==> src/rtl/mantissa_sub_norm_pkg.sv <==
// Shared constants and the controller state type for the mantissa subtract/normalise block.
package mantissa_sub_norm_pkg;

    localparam int MANT_W  = 24;
    localparam int SHAMT_W = 5;

    typedef enum logic [1:0] {
        IDLE,
        SUB,
        NORM,
        DONE
    } state_t;

endpackage

==> src/rtl/mantissa_sub_norm_sub_24b.sv <==
// Unsigned mantissa subtractor: difference plus a borrow that flags b > a.
module sub_24b
    import mantissa_sub_norm_pkg::*;
#(
    parameter int MANT_W = mantissa_sub_norm_pkg::MANT_W
) (
    input  logic [MANT_W-1:0] i_a,
    input  logic [MANT_W-1:0] i_b,
    output logic [MANT_W-1:0] o_diff,
    output logic              o_borrow
);

    always_comb begin
        {o_borrow, o_diff} = {1'b0, i_a} - {1'b0, i_b};
    end

endmodule

==> src/rtl/mantissa_sub_norm.sv <==
// Subtracts two mantissas and left-justifies |a-b|, reporting shift count, sign and zero.
// Define MSN_FAST_NORM_EN to let NORM skip four leading zeros per cycle.
module mantissa_sub_norm
    import mantissa_sub_norm_pkg::*;
#(
    parameter int MANT_W = mantissa_sub_norm_pkg::MANT_W
) (
    input  logic               clk,
    input  logic               rst_n,
    input  logic               in_valid,
    output logic               in_ready,
    input  logic [MANT_W-1:0]  a,
    input  logic [MANT_W-1:0]  b,
    output logic               out_valid,
    input  logic               out_ready,
    output logic [MANT_W-1:0]  diff,
    output logic [SHAMT_W-1:0] shamt,
    output logic               sign,
    output logic               zero
);

    state_t              r_state;
    state_t              w_nextState;
    logic [MANT_W-1:0]   r_opA;
    logic [MANT_W-1:0]   r_opB;
    logic [MANT_W-1:0]   r_mag;
    logic [SHAMT_W-1:0]  r_shamt;
    logic                r_sign;
    logic                r_zero;
    logic                r_outValid;
    logic [MANT_W-1:0]   w_subDiff;
    logic                w_borrow;
    logic [MANT_W-1:0]   w_magNew;
    logic [MANT_W-1:0]   w_shifted;
    logic [SHAMT_W-1:0]  w_shamtInc;

    sub_24b #(.MANT_W(MANT_W)) u_sub (
        .i_a      (r_opA),
        .i_b      (r_opB),
        .o_diff   (w_subDiff),
        .o_borrow (w_borrow)
    );

    // A borrow means b > a, so the two's-complement negation gives b - a.
    assign w_magNew = w_borrow ? -w_subDiff : w_subDiff;

`ifdef MSN_FAST_NORM_EN
    logic w_fastSkip;
    assign w_fastSkip = (r_mag[MANT_W-1 -: 4] == 4'd0);
    assign w_shifted  = w_fastSkip ? (r_mag << 4) : (r_mag << 1);
    assign w_shamtInc = w_fastSkip ? SHAMT_W'(4) : SHAMT_W'(1);
`else
    assign w_shifted  = r_mag << 1;
    assign w_shamtInc = SHAMT_W'(1);
`endif

    always_ff @(posedge clk) begin
        if (!rst_n) begin
            r_state <= IDLE;
        end else begin
            r_state <= w_nextState;
        end
    end

    always_comb begin
        w_nextState = r_state;
        case (r_state)
            IDLE: if (in_valid) w_nextState = SUB;
            SUB:  begin
                if (w_magNew == '0 || w_magNew[MANT_W-1]) w_nextState = DONE;
                else                                      w_nextState = NORM;
            end
            NORM: if (w_shifted[MANT_W-1]) w_nextState = DONE;
            DONE: if (r_outValid && out_ready) w_nextState = IDLE;
            default: w_nextState = IDLE;
        endcase
    end

    always_comb begin
        in_ready = (r_state == IDLE);
    end

    // The result is presented one cycle after DONE is entered, so out_ready only counts once valid.
    always_ff @(posedge clk) begin
        if (!rst_n) begin
            r_opA      <= '0;
            r_opB      <= '0;
            r_mag      <= '0;
            r_shamt    <= '0;
            r_sign     <= 1'b0;
            r_zero     <= 1'b0;
            r_outValid <= 1'b0;
        end else begin
            case (r_state)
                IDLE: begin
                    if (in_valid) begin
                        r_opA <= a;
                        r_opB <= b;
                    end
                end
                SUB: begin
                    r_mag   <= w_magNew;
                    r_sign  <= w_borrow;
                    r_zero  <= (w_magNew == '0);
                    r_shamt <= '0;
                end
                NORM: begin
                    r_mag   <= w_shifted;
                    r_shamt <= r_shamt + w_shamtInc;
                end
                DONE: begin
                    if (!r_outValid)    r_outValid <= 1'b1;
                    else if (out_ready) r_outValid <= 1'b0;
                end
                default: r_outValid <= 1'b0;
            endcase
        end
    end

    assign out_valid = r_outValid;
    assign diff      = r_mag;
    assign shamt     = r_shamt;
    assign sign      = r_sign;
    assign zero      = r_zero;

endmodule
==> config.mk <==
export PLATFORM = sky130hd
export DESIGN_NAME = mantissa_sub_norm
export DESIGN_NICKNAME = d
export VERILOG_FILES = /design/src/rtl/mantissa_sub_norm_pkg.sv /design/src/rtl/mantissa_sub_norm_sub_24b.sv /design/src/rtl/mantissa_sub_norm.sv
export SDC_FILE = /design/constraint.sdc
export NUM_CORES = 1
export LEC_CHECK = 0
export ABC_CLOCK_PERIOD_IN_PS = 4450
export BUFFER_PORTS_ARGS = -buffer_cell sky130_fd_sc_hd__buf_4
export CORE_MARGIN = 10
export CORE_UTILIZATION = 30
export DETAILED_ROUTE_END_ITERATION = 10
export GPL_TIMING_DRIVEN = 0
export PLACE_DENSITY = 0.59
export SETUP_SLACK_MARGIN = 0.05
export SLEW_MARGIN = 20
export SYNTH_ARGS = -nofsm -noshare
export SYNTH_HDL_FRONTEND = slang
export SYNTH_SLANG_ARGS = --single-unit
==> constraint.sdc <==
create_clock -name clk -period 4.45 [get_ports clk]
set_input_delay 0.2225 -clock clk [delete_from_list [all_inputs] [get_ports clk]]
set_output_delay 0.2225 -clock clk [all_outputs]
set_load 0.01 [all_outputs]
==> flow_metrics.tcl <==
set metrics [dict create \
    synth_area_um2 6110 \
    gp_congestion 0.904 \
    max_cap_violations 0 \
    fmax_mhz 239 \
    ys_ff_latch 82 \
    die_h_um 163 \
    min_path_cells 2 \
    arrival_ps 4440 \
    cts.sinks 82 \
    most-common-layout-cells "149 x nand2_1, 95 x buf_4, 82 x dfxtp_1" \
    ys.flop_type "dfxtp_1" \
    drive_gt1_share_pct 18.1 \
    cp_cell_sequence "inv_1, ha_1, fa_1, nand2b_2, a21oi_1, xor2_1, or3_1, clkbuf_1, o21ai_0, nor4b_1, o211a_1, o2111ai_1, nor4_2, nand3b_1, o41ai_2" \
    viasPerCell 5.05 \
    yosys_warnings 0 \
    cp-end-kind "register" \
    timing.rr.end "zero$_SDFFE_PN0P_" \
    design_area_um2 7500 \
    grt_max_degree 14 \
    max-vdd-ir-drop_v 0.000368 \
    grt_pass1_vias 5687 \
    insertion_delay_ps 350 \
    synth_seq_area_share_pct 26.9 \
    syn_area_per_cell_um2 7.72 \
    track_usage_pct 13.9 \
    io_pins 85 \
    cts_hold_buf 0 \
    grt_pass1_wl_mm 29.9 \
    leakage_uw 0.00305 \
    rows 52 \
    hold_end "out_valid$_SDFFE_PN0N_" \
    slowest_delay_ps 520 \
    cts_max_level 3 \
    final_net_count 979 \
    crit_slowest_cell "xor2_1" \
    area_delta_synth_final_pct 22.7 \
    first_iter_violations 355 \
    fin_crit_ps 4190 \
    regToRegSetupSlack_ps 260 \
    dp_hpwl_mm 14.7 \
    cts_tree "built" \
    power_uw 6540 \
    maxSlewHeadroom_pct 28.4 \
    clkSlewWorstSetupHoldPaths_ps 60 \
    holdWs_ps 87.9 \
    worstMarginPinSlew_ps 1070 \
    placed_area_um2 7070 \
    antenna_found_initial 0 \
    totalWireLength_mm 18.4 \
    crit_type "register to register" \
    overflow 0 \
    numCtsBuffers 9 \
    period_share_pct 94.2 \
    start_util_pct 30.4 \
    die_area_um2 26500 \
    rsz0062_at_grt "false" \
    diodes 0 \
    post-route-drc-count 0 \
    ant_nets 0 \
    clock_skew_ps 7.02 \
    path_max_fanout 7 \
    portBuffers 83 \
    die_w_um 163 \
    cp-start-kind "register" \
    power.density_nw_per_um2 872 \
    synthCells 791 \
    mostFrequentLayoutCell "nand2_1" \
    final_max_slew_viol_count 0 \
    status "finished, final reports clean" \
    r2r-start "r_opA[0]$_SDFFE_PN0P_" \
    synth.distinct_cells 81 \
    synth-edff-count 0 \
    root_buffer "clkbuf_16" \
    setup_viol 0 \
    ys_async_sr_fraction_pct 0 \
    syn_nets 874 \
    core_um2 20100 \
    post_drt_wl_per_cell_um 15.7 \
    reg2regPathDepth 15 \
    drt_pass1_iterations 5 \
    min_path_type "primary input to register" \
    hold_violations 0 \
    clockBufferDepth 2 \
    num_vias 5917 \
    required_ps 4700 \
    min-delay-start "out_ready" \
]
worst max path at each step:
stage / from / slack, ps / endpoint
floorplan: r_opA[0]$_SDFFE_PN0P_ / 560 / zero$_SDFFE_PN0P_
global placement: r_opA[0]$_SDFFE_PN0P_ / -30 / zero$_SDFFE_PN0P_
detailed placement: r_opA[0]$_SDFFE_PN0P_ / -30 / zero$_SDFFE_PN0P_
CTS: r_opA[0]$_SDFFE_PN0P_ / 80 / zero$_SDFFE_PN0P_
global route: r_opA[0]$_SDFFE_PN0P_ / 50 / diff[23]$_SDFFE_PN0P_
finish: r_opA[0]$_SDFFE_PN0P_ / 260 / zero$_SDFFE_PN0P_
state kept, by name, indices dropped and copies added, names as in the netlist:
signal / cells
sign: 1
r_opB: 24
r_state: 2
r_opA: 24
zero: 1
out_valid: 1
shamt: 5
diff: 24
logic make-up after synthesis:
kind of cell	Yosys count	share of synthesized area [%]
fa+ha+maj	31	6.47
compound gates	232	26.8
buf+inv	84	7.13
xor+xnor	33	4.73
mux	21	3.48
flops	82	26.9
simple gates	308	24.6
synthesized netlist by cell type (5+ instances only):
master / count / area share, %
a41oi_1: 5 / 0.72
or3_1: 6 / 0.61
nor3_1: 13 / 1.1
nor2_1: 43 / 2.6
or2_2: 5 / 0.51
o21ai_0: 39 / 3.2
o31ai_1: 5 / 0.61
nand2b_1: 6 / 0.61
buf_6: 7 / 1.3
a21oi_1: 38 / 3.1
nor4_1: 5 / 0.51
a31oi_1: 10 / 1.0
a21o_1: 9 / 1.1
nand3_1: 16 / 1.3
dfxtp_1: 82 / 27
and2_1: 11 / 1.1
inv_1: 36 / 2.2
xnor2_1: 16 / 2.3
ha_1: 30 / 6.1
clkbuf_8: 5 / 1.1
clkbuf_1: 28 / 1.7
o211ai_1: 10 / 1.2
nand2_1: 149 / 9.2
o2111ai_1: 5 / 0.72
xor2_1: 17 / 2.4
a22oi_1: 5 / 0.61
a21boi_0: 54 / 6.6
nor2b_1: 17 / 1.7
a211oi_1: 8 / 0.98
nand4_1: 8 / 0.82
mux2i_1: 19 / 3.1
a311oi_1: 5 / 0.72
area by class of cell:
cell class / instances / area (µm²)
Multi-Input combinational cell: 625 / 4070
Clock buffer: 12 / 256
Tap cell: 270 / 338
Inverter: 37 / 139
Buffer: 47 / 300
Fill cell: 2141 / 12600
Clock inverter: 4 / 50.0
Sequential cell: 82 / 1640
Timing Repair Buffer: 94 / 706
where the power goes:
group | switching [µW] | total, µW | internal (µW) | leakage [µW]
Clock | 298 | 762 | 464 | 0.000145
Combinational | 2860 | 4760 | 1900 | 0.00224
Sequential | 110 | 1010 | 902 | 0.000672
critical path, delay by kind of cell, from the launching register on:
family,cells,cell delay [ps]
adders and majority gates,2,610
and+or+nand+nor,5,1250
buffers and inverters,2,380
xor gates and xnor gates,1,520
DFF,1,320
AOI/OAI and AO/OA,5,1010
metal layers:
| metal | up-vias | global-route usage [%] | part of all wire, % |
|---|---|---|---|
| met5 | - | 0 | 0 |
| met2 | 134 | 22.9 | 47 |
| li1 | 3023 | - | - |
| met1 | 2743 | 18.2 | 47 |
| met3 | 17 | 2.28 | 4.7 |
| met4 | 0 | 3.89 | 1.2 |
stage by stage:
step	std cells	utilization (%)	setup slack (ps)	TNS, ps
finish	1171	37.3	260	0
global route	1171	37.3	49.7	0
CTS	1163	36.8	82.7	0
detailed placement	1144	35.2	-31.4	-31.4
global placement	1144	35.2	-33.6	-33.6
floorplan	791	-	562	0
what timing repair did:
item / CTS / global route
gates resized for setup: 0 / 10
pin swaps: 2 / 6
setup endpoints to repair: 2 / 3
buffers inserted: 3 / 8
Note: power is estimated with default switching activity, not from simulation.
